--- config.mk ---
export PLATFORM = sky130hd
export DESIGN_NAME = ga_seq_arbiter
export DESIGN_NICKNAME = d
export VERILOG_FILES = /design/src/rtl/ga_seq_arbiter.sv
export SDC_FILE = /design/constraint.sdc
export NUM_CORES = 1
export LEC_CHECK = 0
export CORE_MARGIN = 3
export CORE_UTILIZATION = 46
export DETAILED_ROUTE_END_ITERATION = 8
export GPL_TIMING_DRIVEN = 0
export PLACE_DENSITY = 0.79
export SYNTH_ARGS = -nofsm -noshare
export SYNTH_HDL_FRONTEND = slang
export SYNTH_SLANG_ARGS = --single-unit
--- constraint.sdc ---
create_clock -name clk_16 -period 4.4 [get_ports clk_16]
set_input_delay 1.1 -clock clk_16 [delete_from_list [all_inputs] [get_ports clk_16]]
set_output_delay 1.1 -clock clk_16 [all_outputs]
set_load 0.01 [all_outputs]
--- src/rtl/ga_seq_arbiter.sv ---
// Master phase sequencer and DRAM bus arbiter: Johnson phase vector, derived clocks,
// RAS_N windows and CPU/video slot arbitration. Optional S-code recovery: SEQ_RECOVERY_EN.
//
// state   | meaning
// --------+------------------------------------------------------------
// IDLE    | no CPU access pending, READY=1, video address on the mux
// WAIT    | request seen, stalling the Z80 until the CPU window opens
// GRANT   | CPU owns the RAS_N window, CPU address on the mux
// HOLD    | access done, waiting for MREQ_N to rise before re-arming

module ga_seq_arbiter #(
   parameter int VID_RAS_START = 2,
   parameter int CPU_RAS_START = 10,
   parameter int RAS_LEN       = 4
) (
   input  logic       clk_16,
   input  logic       RESET_N,
   input  logic       MREQ_N,
   output logic [7:0] S,
   output logic       PHI_N,
   output logic       CCLK,
   output logic       RAS_N,
   output logic       READY,
   output logic       CPU_SEL,
   output logic       VID_LD0,
   output logic       VID_LD1,
   output logic       SEQ_ERR
);

   typedef enum logic [1:0] {
      ST_IDLE,
      ST_WAIT,
      ST_GRANT,
      ST_HOLD
   } state_t;

   localparam logic [3:0] VID_P    = 4'(VID_RAS_START);
   localparam logic [3:0] CPU_P    = 4'(CPU_RAS_START);
   localparam logic [3:0] LEN_P    = 4'(RAS_LEN);
   localparam logic [3:0] LD0_P    = 4'(VID_RAS_START + RAS_LEN - 2);
   localparam logic [3:0] LD1_P    = 4'(VID_RAS_START + RAS_LEN - 1);
   localparam logic [2:0] CNT_LOAD = 3'(RAS_LEN - 1);

   // Johnson code -> phase index: ones count on the rising half, 16 - ones on the falling half.
   function automatic logic [3:0] phase_of(input logic [7:0] code);
      logic [3:0] ones;
      ones = 4'd0;
      for (int i = 0; i < 8; i++) begin
         ones = ones + {3'b000, code[i]};
      end
      return code[7] ? (4'd0 - ones) : ones;
   endfunction

`ifdef SEQ_RECOVERY_EN
   function automatic logic [7:0] code_of(input logic [3:0] p);
      return p[3] ? (8'hFF << p[2:0]) : ~(8'hFF << p[2:0]);
   endfunction

   logic seq_bad;
`endif

   state_t     state_q, state_nxt;
   logic [2:0] cnt_q, cnt_nxt;
   logic [7:0] s_nxt;
   logic [3:0] p_nxt;
   logic       in_vid, in_cpu;

   always_comb begin
      s_nxt = {S[6:0], ~S[7]};
`ifdef SEQ_RECOVERY_EN
      seq_bad = 1'b0;
      if (S != code_of(phase_of(S))) begin
         seq_bad = 1'b1;
         s_nxt   = 8'h00;
      end
`endif
   end

   // All registered outputs describe the phase being entered, so decode the next code.
   assign p_nxt  = phase_of(s_nxt);
   assign in_vid = (4'(p_nxt - VID_P) < LEN_P);
   assign in_cpu = (4'(p_nxt - CPU_P) < LEN_P);

   always_comb begin
      state_nxt = state_q;
      cnt_nxt   = cnt_q;
      case (state_q)
         ST_IDLE: begin
            if (!MREQ_N) begin
               if (p_nxt == CPU_P) begin
                  state_nxt = ST_GRANT;
                  cnt_nxt   = CNT_LOAD;
               end else begin
                  state_nxt = ST_WAIT;
               end
            end
         end
         ST_WAIT: begin
            if (MREQ_N) begin
               state_nxt = ST_IDLE;
            end else if (p_nxt == CPU_P) begin
               state_nxt = ST_GRANT;
               cnt_nxt   = CNT_LOAD;
            end
         end
         ST_GRANT: begin
            if (cnt_q == 3'd0) begin
               state_nxt = MREQ_N ? ST_IDLE : ST_HOLD;
            end else begin
               cnt_nxt = cnt_q - 3'd1;
            end
         end
         ST_HOLD: begin
            if (MREQ_N) begin
               state_nxt = ST_IDLE;
            end
         end
         default: state_nxt = ST_IDLE;
      endcase
`ifdef SEQ_RECOVERY_EN
      if (seq_bad) begin
         state_nxt = ST_IDLE;
         cnt_nxt   = 3'd0;
      end
`endif
   end

   always_ff @(posedge clk_16 or negedge RESET_N) begin
      if (!RESET_N) begin
         state_q <= ST_IDLE;
         cnt_q   <= 3'd0;
         S       <= 8'h00;
         PHI_N   <= 1'b1;
         CCLK    <= 1'b0;
         RAS_N   <= 1'b1;
         READY   <= 1'b1;
         CPU_SEL <= 1'b0;
         VID_LD0 <= 1'b0;
         VID_LD1 <= 1'b0;
      end else begin
         state_q <= state_nxt;
         cnt_q   <= cnt_nxt;
         S       <= s_nxt;
         PHI_N   <= ~p_nxt[1];
         CCLK    <= p_nxt[3];
         RAS_N   <= ~(in_vid | in_cpu);
         READY   <= (state_nxt != ST_WAIT);
         CPU_SEL <= (state_nxt == ST_GRANT);
         VID_LD0 <= (p_nxt == LD0_P);
         VID_LD1 <= (p_nxt == LD1_P);
      end
   end

`ifdef SEQ_RECOVERY_EN
   always_ff @(posedge clk_16 or negedge RESET_N) begin
      if (!RESET_N) begin
         SEQ_ERR <= 1'b0;
      end else begin
         SEQ_ERR <= seq_bad;
      end
   end
`else
   assign SEQ_ERR = 1'b0;
`endif

endmodule

==> impl_metrics.yaml <==
outcome:
  status: "finished clean"
pwr:
  p_total_mw: 0.438
  p_per_area_nw_per_um2: 300
  p_leak_nw: 0.698
  irDropWorstVdd_mv: 0.246
timing:
  timing_hold_violations_final: 0
  setup_viol: 0
  slew_headroom_pct: 41.6
  fmax_ghz: 0.233
  slew_violations: 0
  layout_min_cycle_time_ns: 4.29
  finClkSkew_ns: 0.00705
  finalCritPeriodShare_pct: 97.6
  fin_ws_ns: 0.105
  tightestPinTransition_ns: 0.874
setup_path:
  cp_cell_sequence: "inv_2, fa_1, fa_1, fa_1, inv_1, ha_4, fa_2, inv_2, ha_2, nor2_2, xnor2_2, ha_2, and2b_2, o2111ai_4, o41ai_4, mux2_4"
  max_stage_delay_ns: 0.54
  cp.required_ns: 4.65
  worstSetupPathType: "reg2reg"
  worst_setup_path_end_kind: "flip-flop"
  cp_common_cell: "fa_1"
  critPathTopFamily: "adder cells"
  rr_startpoint: "S[3]$_DFF_PN0_"
  rr_worst_depth: 16
  r2r_slack_ns: 0.11
  start_kind: "flip-flop"
  worstPathArrival_ns: 4.55
  critPathMaxFanout: 3
  rr_endpoint: "cnt_q[0]$_DFFE_PN0P_"
  cpMaxStageDelayCell: "fa_2"
  crit_buf_inv: 3
drt:
  drt_pass1_iterations: 2
  vias_per_cell: 4.90
  drt_iter0_drc: 7
  drc: 0
  vias: 721
  antenna_left: 0
  wl_per_cell_um: 13.7
  wl_mm: 2.02
clock_tree:
  cts_buffer_depth: 2
  cts_buffers: 3
  cts_sinks: 20
  hold_buffers: 0
  htree_levels: 1
  clock_latency_ns: 0.31
  cts_tree: "done"
  path_clk_slew_ns: 0.12
  root_buffer: "clkbuf_4"
floorplan:
  die_area_um2: 3010
  core_um2: 2230
  initial_core_util_pct: 49.1
  die_x_um: 54.8
  rows: 17
  die_height_um: 54.8
  boundaryPins: 19
min_path:
  min_path_type: "reg2reg"
  hp-start: "S[4]$_DFF_PN0_"
  min_path_cells: 0
  hold_end: "S[5]$_DFF_PN0_"
synth:
  syn_nets: 104
  synthDistinctLibCells: 30
  synthSimpleGateAreaFrac_pct: 10.0
  yosys_register_bits: 20
  yosys.area_share.adder_pct: 15.3
  synth_warnings: 0
  synth_compound_area_share_pct: 13.1
  synthMuxAreaShare_pct: 1.37
  netlist_instances: 90
  synth_top_family_by_area: "adder cells"
  ys_seq_area_share_pct: 46.0
  syn_area_per_cell_um2: 12.2
  synth_xor_area_share_pct: 1.60
  syn_area_um2: 1100
finish:
  finalNetCount: 134
  syn_to_final_growth_pct: 33.2
  drive_gt1_share_pct: 36.1
  antenna_cells: 0
global_route:
  grt_pass1_wl_mm: 3.04
  grt-ovfl-total: 0
  grt_usage_pct: 14.6
  antenna_found_initial: 0
  grt_max_degree: 21
  grt_pass1_vias: 696
placement:
  gp_congestion: 0.793
  place_hpwl_mm: 1.44
  io_buffers: 17
  post-place-ws_ns: -0.122
flow_run:
  drv_cap: 0
[flip-flops by register name (all words and copies together) (netlist names)]
| register | count |
|---|---|
| S | 8 |
| CPU_SEL | 1 |
| state_q | 2 |
| CCLK | 1 |
| VID_LD1 | 1 |
| RAS_N | 1 |
| READY | 1 |
| PHI_N | 1 |
| VID_LD0 | 1 |
| cnt_q | 3 |
[cells in the mapped netlist]
cell type / number / area [um2]
a211o_1: 2 / 17.5
a21o_1: 1 / 7.51
a21oi_2: 1 / 8.76
a311oi_2: 1 / 15.0
and2b_1: 1 / 7.51
and3_4: 1 / 11.3
buf_4: 8 / 60.1
conb_1: 1 / 3.75
dfrtp_1: 17 / 425
dfstp_2: 3 / 78.8
fa_1: 4 / 80.1
ha_1: 7 / 87.6
inv_1: 20 / 75.1
mux2_4: 1 / 15.0
nand2_1: 2 / 7.51
nor2_1: 1 / 3.75
nor3_1: 1 / 5.00
nor3_4: 2 / 32.5
nor3b_4: 1 / 18.8
nor4_1: 2 / 12.5
o2111ai_2: 1 / 15.0
o21ai_0: 3 / 15.0
o21ai_1: 1 / 5.00
o22ai_1: 1 / 6.26
o311ai_0: 1 / 8.76
o31a_1: 2 / 17.5
o41ai_4: 1 / 27.5
or3_4: 1 / 11.3
xnor2_1: 1 / 8.76
xor2_1: 1 / 8.76
[layer usage]
metal  GRT usage (%)  up-vias  wire [um]
li1                -      348          -
met1            16.2      354        698
met5               0        -          0
met2            27.0       16       1190
met3            2.45        3         99
met4            6.22        0         29
[cell families (layout without fill, tap and decap cells)]
kind of cell | Yosys count | in the layout
adders and majority gates | 11 | 11
DFF | 20 | 20
buffers and inverters | 28 | 57
and+or+nand+nor | 12 | 12
other | 1 | 1
AOI/OAI and AO/OA | 15 | 15
muxes | 1 | 1
xor gates and xnor gates | 2 | 2
[worst max path at each step]
| stage | cells past startpoint | end | from | slack [ns] |
|---|---|---|---|---|
| global route | 16 | cnt_q[0]$_DFFE_PN0P_ | S[3]$_DFF_PN0_ | -0.04 |
| CTS | 16 | cnt_q[2]$_DFFE_PN0P_ | S[0]$_DFF_PN0_ | 0.03 |
| detailed placement | 16 | cnt_q[2]$_DFFE_PN0P_ | S[0]$_DFF_PN0_ | -0.12 |
| finish | 16 | cnt_q[0]$_DFFE_PN0P_ | S[3]$_DFF_PN0_ | 0.11 |
| global placement | 16 | cnt_q[2]$_DFFE_PN0P_ | S[0]$_DFF_PN0_ | -0.01 |
| floorplan | 16 | cnt_q[2]$_DFFE_PN0P_ | S[0]$_DFF_PN0_ | 0.22 |
[where the power goes]
part	internal, mW	switching, mW
clock	0.0922	0.0590
combinational	0.0390	0.0342
sequential	0.203	0.0106
total	0.335	0.104
[area by class of cell]
class / instances / area (um2)
repair buffers: 25 / 230
flip-flops and latches: 20 / 504
clock inverters: 1 / 30.0
inverters: 20 / 75.1
well taps: 28 / 35.0
multi-input cells: 42 / 504
plain buffers: 8 / 60.1
clock buffers: 3 / 22.5
fillers: 168 / 772
[placed cells by master (no fill, tap or decap), types with 2 or more instances in the layout]
master           count
nor3_4               2
a211o_1              2
nor4_1               2
o31a_1               2
o21ai_0              2
nand2_1              2
dfstp_2              3
buf_4               16
inv_1               18
clkdlybuf4s50_1     17
fa_1                 3
dfrtp_1             17
ha_2                 2
ha_1                 4
inv_2                2
clkbuf_4             3
[timing repair]
action                                  CTS  global route
buffers inserted                          5             3
endpoints found under the setup margin    4             3
pin swaps                                 3             8
resized for setup                         5             8
[metrics by stage]
| stage | cells | utilization [%] | cell area (um2) | setup TNS (ns) | hold slack [ns] |
|---|---|---|---|---|---|
| after floorplan | 90 | - | 1100 | 0 | 0.375 |
| after global placement | 135 | 58.3 | 1300 | -0.0181 | 0.385 |
| after detailed placement | 135 | 58.3 | 1300 | -0.266 | 0.402 |
| after CTS | 144 | 62.8 | 1400 | 0 | 0.430 |
| after global routing | 147 | 65.4 | 1460 | -0.0822 | 0.450 |
| final | 147 | 65.4 | 1460 | 0 | 0.413 |
(Power assumes the default switching activity.)
